[src/rtl/core_pkg.sv]
// Shared core definitions: condition-code encodings and status-register flag positions.
package core_pkg;

  typedef enum logic [3:0] {
    CondEq = 4'h0,
    CondNe = 4'h1,
    CondCs = 4'h2,
    CondCc = 4'h3,
    CondMi = 4'h4,
    CondPl = 4'h5,
    CondVs = 4'h6,
    CondVc = 4'h7,
    CondHi = 4'h8,
    CondLs = 4'h9,
    CondGe = 4'hA,
    CondLt = 4'hB,
    CondGt = 4'hC,
    CondLe = 4'hD,
    CondAl = 4'hE,
    CondNv = 4'hF
  } cond_e;

  localparam int unsigned N_BIT = 0;
  localparam int unsigned V_BIT = 1;
  localparam int unsigned C_BIT = 2;
  localparam int unsigned Z_BIT = 3;

endpackage

[src/rtl/cond_exec_ctrl_if.sv]
// EX-stage control bundle between the pipeline and the conditional-execution controller.
interface cond_exec_ctrl_if #(
  parameter int unsigned CNT_W = 32
) ();

  logic             ex_valid;
  logic             ex_stall;
  logic [3:0]       ex_cond;
  logic             ex_s;
  logic             ex_wb_en;
  logic             ex_mem_r;
  logic             ex_mem_w;
  logic             ex_branch;
  logic [3:0]       alu_flags;

  logic [3:0]       sr_q;
  logic             cc_pass;
  logic             exec;
  logic             wb_en_o;
  logic             mem_r_o;
  logic             mem_w_o;
  logic             branch_taken;
  logic             squash;
  logic [CNT_W-1:0] cnt_exec;
  logic [CNT_W-1:0] cnt_skip;

  modport master (
    output ex_valid, ex_stall, ex_cond, ex_s, ex_wb_en, ex_mem_r, ex_mem_w, ex_branch,
           alu_flags,
    input  sr_q, cc_pass, exec, wb_en_o, mem_r_o, mem_w_o, branch_taken, squash,
           cnt_exec, cnt_skip
  );

  modport slave (
    input  ex_valid, ex_stall, ex_cond, ex_s, ex_wb_en, ex_mem_r, ex_mem_w, ex_branch,
           alu_flags,
    output sr_q, cc_pass, exec, wb_en_o, mem_r_o, mem_w_o, branch_taken, squash,
           cnt_exec, cnt_skip
  );

endinterface

[src/rtl/cond_exec_ctrl_cond_eval.sv]
// Combinational ARM condition-field evaluator against an NZCV status value.
module cond_eval
  import core_pkg::*;
(
  input  logic [3:0] cond_i,
  input  logic [3:0] sr_i,
  output logic       pass_o
);

  logic n, v, c, z;

  always_comb begin
    n      = sr_i[N_BIT];
    v      = sr_i[V_BIT];
    c      = sr_i[C_BIT];
    z      = sr_i[Z_BIT];
    pass_o = 1'b0;
    case (cond_e'(cond_i))
      CondEq:  pass_o = z;
      CondNe:  pass_o = ~z;
      CondCs:  pass_o = c;
      CondCc:  pass_o = ~c;
      CondMi:  pass_o = n;
      CondPl:  pass_o = ~n;
      CondVs:  pass_o = v;
      CondVc:  pass_o = ~v;
      CondHi:  pass_o = c & ~z;
      CondLs:  pass_o = ~c | z;
      CondGe:  pass_o = (n == v);
      CondLt:  pass_o = (n != v);
      CondGt:  pass_o = ~z & (n == v);
      CondLe:  pass_o = z | (n != v);
      CondAl:  pass_o = 1'b1;
      default: pass_o = 1'b0;
    endcase
  end

endmodule

[src/rtl/cond_exec_ctrl.sv]
// EX-stage conditional-execution controller: NZCV ownership, enable gating, branch-shadow
// squashing and executed/skipped counters.
module cond_exec_ctrl #(
  parameter int unsigned SHADOW_LEN = 2,
  parameter int unsigned CNT_W      = 32
) (
  input logic               clk,
  input logic               rst,
  cond_exec_ctrl_if.slave   bus
);

  localparam logic [2:0] ShadowLoad = 3'(SHADOW_LEN);

  logic [3:0]       sr_q, sr_d;
  logic [2:0]       shadow_q, shadow_d;
  logic [CNT_W-1:0] cnt_exec_q, cnt_exec_d;
  logic [CNT_W-1:0] cnt_skip_q, cnt_skip_d;

  logic cc_pass, squash, exec, advance, branch_taken;

  cond_eval u_cond_eval (
    .cond_i (bus.ex_cond),
    .sr_i   (sr_q),
    .pass_o (cc_pass)
  );

  always_comb begin
    advance      = ~bus.ex_stall;
    squash       = (shadow_q != 3'd0);
    exec         = bus.ex_valid & cc_pass & ~squash;
    branch_taken = exec & bus.ex_branch & advance;

    shadow_d = shadow_q;
    if (branch_taken) begin
      shadow_d = ShadowLoad;
    end else if (advance && squash) begin
      // Bubbles still consume shadow slots, so only stalls hold the count.
      shadow_d = shadow_q - 3'd1;
    end

    sr_d = sr_q;
    if (exec && bus.ex_s && advance) begin
      sr_d = bus.alu_flags;
    end

    cnt_exec_d = cnt_exec_q;
    cnt_skip_d = cnt_skip_q;
    if (advance && bus.ex_valid && !squash) begin
      if (cc_pass) begin
        cnt_exec_d = cnt_exec_q + CNT_W'(1);
      end else begin
        cnt_skip_d = cnt_skip_q + CNT_W'(1);
      end
    end
  end

  always_ff @(posedge clk) begin
    if (rst) begin
      sr_q       <= 4'd0;
      shadow_q   <= 3'd0;
      cnt_exec_q <= '0;
      cnt_skip_q <= '0;
    end else begin
      sr_q       <= sr_d;
      shadow_q   <= shadow_d;
      cnt_exec_q <= cnt_exec_d;
      cnt_skip_q <= cnt_skip_d;
    end
  end

  assign bus.sr_q         = sr_q;
  assign bus.cc_pass      = cc_pass;
  assign bus.exec         = exec;
  assign bus.squash       = squash;
  assign bus.branch_taken = branch_taken;
  assign bus.wb_en_o      = exec & bus.ex_wb_en & advance;
  assign bus.mem_r_o      = exec & bus.ex_mem_r & advance;
  assign bus.mem_w_o      = exec & bus.ex_mem_w & advance;
  assign bus.cnt_exec     = cnt_exec_q;
  assign bus.cnt_skip     = cnt_skip_q;

endmodule

[src/flat_wrapper.sv]
// flat-port wrapper written by rule: the top's interface ports become plain ports
module cond_exec_ctrl_flat 
#(
  parameter int unsigned SHADOW_LEN = 2,
  parameter int unsigned CNT_W      = 32
)
  (clk, rst, bus_ex_valid, bus_ex_stall, bus_ex_cond, bus_ex_s, bus_ex_wb_en, bus_ex_mem_r, bus_ex_mem_w, bus_ex_branch, bus_alu_flags, bus_sr_q, bus_cc_pass, bus_exec, bus_wb_en_o, bus_mem_r_o, bus_mem_w_o, bus_branch_taken, bus_squash, bus_cnt_exec, bus_cnt_skip);
  cond_exec_ctrl_if #(.CNT_W(CNT_W)) bus_i ();
  input logic clk;
  input logic rst;
  input wire logic [$bits(bus_i.ex_valid)-1:0] bus_ex_valid;
  input wire logic [$bits(bus_i.ex_stall)-1:0] bus_ex_stall;
  input wire logic [$bits(bus_i.ex_cond)-1:0] bus_ex_cond;
  input wire logic [$bits(bus_i.ex_s)-1:0] bus_ex_s;
  input wire logic [$bits(bus_i.ex_wb_en)-1:0] bus_ex_wb_en;
  input wire logic [$bits(bus_i.ex_mem_r)-1:0] bus_ex_mem_r;
  input wire logic [$bits(bus_i.ex_mem_w)-1:0] bus_ex_mem_w;
  input wire logic [$bits(bus_i.ex_branch)-1:0] bus_ex_branch;
  input wire logic [$bits(bus_i.alu_flags)-1:0] bus_alu_flags;
  output wire logic [$bits(bus_i.sr_q)-1:0] bus_sr_q;
  output wire logic [$bits(bus_i.cc_pass)-1:0] bus_cc_pass;
  output wire logic [$bits(bus_i.exec)-1:0] bus_exec;
  output wire logic [$bits(bus_i.wb_en_o)-1:0] bus_wb_en_o;
  output wire logic [$bits(bus_i.mem_r_o)-1:0] bus_mem_r_o;
  output wire logic [$bits(bus_i.mem_w_o)-1:0] bus_mem_w_o;
  output wire logic [$bits(bus_i.branch_taken)-1:0] bus_branch_taken;
  output wire logic [$bits(bus_i.squash)-1:0] bus_squash;
  output wire logic [$bits(bus_i.cnt_exec)-1:0] bus_cnt_exec;
  output wire logic [$bits(bus_i.cnt_skip)-1:0] bus_cnt_skip;
  assign bus_i.ex_valid = bus_ex_valid;
  assign bus_i.ex_stall = bus_ex_stall;
  assign bus_i.ex_cond = bus_ex_cond;
  assign bus_i.ex_s = bus_ex_s;
  assign bus_i.ex_wb_en = bus_ex_wb_en;
  assign bus_i.ex_mem_r = bus_ex_mem_r;
  assign bus_i.ex_mem_w = bus_ex_mem_w;
  assign bus_i.ex_branch = bus_ex_branch;
  assign bus_i.alu_flags = bus_alu_flags;
  assign bus_sr_q = bus_i.sr_q;
  assign bus_cc_pass = bus_i.cc_pass;
  assign bus_exec = bus_i.exec;
  assign bus_wb_en_o = bus_i.wb_en_o;
  assign bus_mem_r_o = bus_i.mem_r_o;
  assign bus_mem_w_o = bus_i.mem_w_o;
  assign bus_branch_taken = bus_i.branch_taken;
  assign bus_squash = bus_i.squash;
  assign bus_cnt_exec = bus_i.cnt_exec;
  assign bus_cnt_skip = bus_i.cnt_skip;
  cond_exec_ctrl #(.SHADOW_LEN(SHADOW_LEN), .CNT_W(CNT_W)) u_core (.clk(clk), .rst(rst), .bus(bus_i));
endmodule
[config.mk]
export PLATFORM = sky130hd
export DESIGN_NAME = cond_exec_ctrl_flat
export DESIGN_NICKNAME = d
export VERILOG_FILES = /design/src/rtl/core_pkg.sv /design/src/rtl/cond_exec_ctrl_if.sv /design/src/rtl/cond_exec_ctrl_cond_eval.sv /design/src/rtl/cond_exec_ctrl.sv /design/src/flat_wrapper.sv
export SDC_FILE = /design/constraint.sdc
export NUM_CORES = 1
export LEC_CHECK = 0
export ABC_AREA = 1
export BUFFER_PORTS_ARGS = -buffer_cell sky130_fd_sc_hd__buf_2
export CORE_MARGIN = 5
export CORE_UTILIZATION = 31
export CTS_CLUSTER_DIAMETER = 200
export DETAILED_ROUTE_END_ITERATION = 7
export GPL_ROUTABILITY_DRIVEN = 0
export PLACE_DENSITY = 0.46
export SLEW_MARGIN = 20
export SYNTH_ARGS = -nofsm -noshare
export SYNTH_HDL_FRONTEND = slang
export SYNTH_SLANG_ARGS = --single-unit
[constraint.sdc]
create_clock -name clk -period 4.63 [get_ports clk]
set_input_delay 0.463 -clock clk [delete_from_list [all_inputs] [get_ports clk]]
set_output_delay 0.463 -clock clk [all_outputs]
set_load 0.02 [all_outputs]
==> results.md <==
* Die H at 137 um
* Synth warnings at 0
* Mapped Avg Cell Area at 6.37 sq um
* Vias in the first global route at 4,969
* Hold_ws at 421 ps
* Distinct cells, synth at 30
* CTS tree: yes
* Yosys reg bits at 71
* Total GRT Usage at 16.5%
* Period utilization at 65.5%
* Hold buffers post-CTS at 0
* Post-CTS setup buffers at 0
* Port Buf Inserts at 91
* Most frequent cells in the layout: nand2_1 (289), nor2_1 (119), buf_2 (91), dfxtp_1 (71), a21oi_1 (43)
* Crit path capture type: output port
* Slew @ Worst Pin at 695 ps
* Post-synthesis cell area at 5000 sq um
* Final wirelength at 15,000 um
* IO Count at 92
* Detailed Routing Iterations Pass 1 at 4
* Run status: finished, final reports clean
* Initial antenna violation count at 0
* Layout Area Growth over Synthesis at 17.8%
* DRC errors left at 0
* Synth async-reset ratio at 0%
* Synth Area in Compound Gates at 8.19%
* Met1 wire length at 7540 um
* ANT cells at 0
* RSZ-0062 raised after global routing: no
* Core ar. at 15,800 sq um
* TritonCTS Buffers at 9
* CTS Buffer Depth at 2
* Worst-path clk slew at 60 ps
* Synth Area in XOR/XNOR at 5.78%
* Worst Skew at 5.56 ps
* Worst IR Drop VDD at 190 uV
* Final Max Slew Viols at 0
* CP Launch Type: flop
* Initial core utilization at 31.6%
* Top layer in use: met4
* Die area at 18,800 sq um
* Post-synth top area cell: dfxtp_1
* Slew Limit Headroom at 53.6%
* Crit Path Category: flop to output port
* Largest net degree at the start of global routing at 53
* Post-synthesis mux area share at 0.225%
* Drt first-iter violations at 228
* Placement Rows at 46
* Clk Latency, worst-skew pair at 340 ps
* Storage cell area at 1420 sq um
* Cells after Synth at 784
* Minimum clock period at 3030 ps
* Synth top area share at 28.4%
* Worst Path Max Fanout at 39
* Post-Synth Simple-Gate Area at 49.0%
* F_max at 330 MHz
* Multi-input gate area at 3210 sq um
* Met3 WL at 677 um
* Fin Setup TNS at 0 ps
* Lkg Pwr at 2.32 nW
* Commonest non-fill, non-tap cell in the layout: nand2_1
* WL met2 at 6630 um
* Max-cap violations at 0
* Main combinational cell family by area after synthesis: simple AND/OR/NAND/NOR gates
* Routed wire length per instance at 13.9 um
* Adder-Cell Fraction of Synth Area at 1.00%
* Ys flop type: dfxtp_1
* Sequential area share after synthesis at 28.4%
* Clock H-tree levels at 3
* Congestion Overflow GR at 0
* Post-synth EDFFs at 0
* Synth area leaders: dfxtp_1 (28%), nand2_1 (22%), nor2_1 (8.9%)
* Number of gates resized after cts at 0
* Syn nets at 805
* First-pass GRT wire length at 25,100 um
* Crit path arrival time at 2570 ps
* Hpwl dp at 11,000 um
* WP data required at 4170 ps
* Layout cells sized above 1 at 19.7%
* Final hold vios at 0
* Final setup violation count at 0
* Fill count at 1,766
* CTS root buf: clkbuf_16
* Vias per std cell at 4.72
* DIE WIDTH at 137 um
* Detailed-route via count at 5,098
* Nets at 880
* HP Class: primary input to flop
* CTS Sinks at 71
* Final ANT Viol Nets at 0
* Pwr dens at 292 nW/um^2
[through the flow]
step	instance area [sq um]	utilization, %	total power [mW]	cells	setup slack [ps]
2_1_floorplan	5000	-	0.904	784	2480
3_3_place_gp	5560	35.1	0.960	1064	1760
3_5_place_dp	5560	35.1	0.961	1064	1740
4_1_cts	5880	37.2	1.75	1080	1560
5_1_grt	5880	37.2	1.80	1080	1280
6_report	5880	37.2	1.72	1080	1600
[layer usage]
layer | global-route usage, % | vias to the layer above
li1 | - | 2674
met1 | 22.8 | 2314
met2 | 26.3 | 101
met3 | 3.31 | 9
met4 | 3.99 | 0
met5 | 0 | -
[synth_stat cells (3+ instances only)]
| cell type | instances |
|---|---|
| buf_4 | 3 |
| inv_2 | 5 |
| nand3_1 | 24 |
| a21oi_1 | 43 |
| dfxtp_1 | 71 |
| nor2_2 | 3 |
| clkbuf_1 | 10 |
| xor2_1 | 24 |
| nor2_1 | 119 |
| ha_1 | 4 |
| buf_2 | 13 |
| clkinv_1 | 5 |
| inv_1 | 38 |
| xnor2_1 | 9 |
| nand2_1 | 289 |
| nand3_2 | 23 |
| a21oi_2 | 21 |
| nand4_1 | 35 |
| nand3b_1 | 28 |
[critical path, cell delays in order (launching register included)]
cell and delay [ps]:
dfxtp_1 360, inv_1 80, nand2_1 80, nand2_1 80
nand2_1 80, nand2_1 50, nand2_1 60, nand2_2 80
nor2_8 440, nand2_8 350, nand2_8 330, nor2_1 60
buf_2 160
[layout make-up]
cell class                      count  area share [%]
Clock buffer                       13            4.42
Clock inverter                      3            1.11
Inverter                           48            3.06
Multi-Input combinational cell    635            54.5
Sequential cell                    71            24.2
Tap cell                          216            4.59
Timing Repair Buffer               94            8.12
[registers in the layout, indices dropped and copies added, names as in the netlist]
register             count
u_core.bus.cnt_exec     32
u_core.bus.cnt_skip     32
u_core.bus.sr_q          4
u_core.shadow_q          3
[cells by family (layout without fill, tap and decap cells)]
family | after synthesis | in the layout
flops | 71 | 71
buf+inv | 78 | 158
xor+xnor | 33 | 33
fa+ha+maj | 4 | 4
mux | 1 | 1
simple gates | 531 | 531
compound gates | 66 | 66
[report_power, final]
part / switching, mW / total, mW / internal [mW]
logic: 0.229 / 0.302 / 0.0734
clock network: 0.273 / 0.774 / 0.501
registers: 0.0151 / 0.642 / 0.627
[final timing paths]
path | from | end | slack (ps) | cells past startpoint
worst min register to register | u_core.bus.cnt_skip[31] | u_core.bus.cnt_skip[31] | 490 | 2
worst min-delay path | bus_ex_branch | u_core.shadow_q[1] | 420 | 3
worst max register to register | u_core.bus.sr_q[1] | u_core.bus.cnt_skip[30] | 2170 | 11
worst max-delay path | u_core.bus.sr_q[1] | bus_wb_en_o | 1600 | 12
Power figures use the tool's default switching activity.
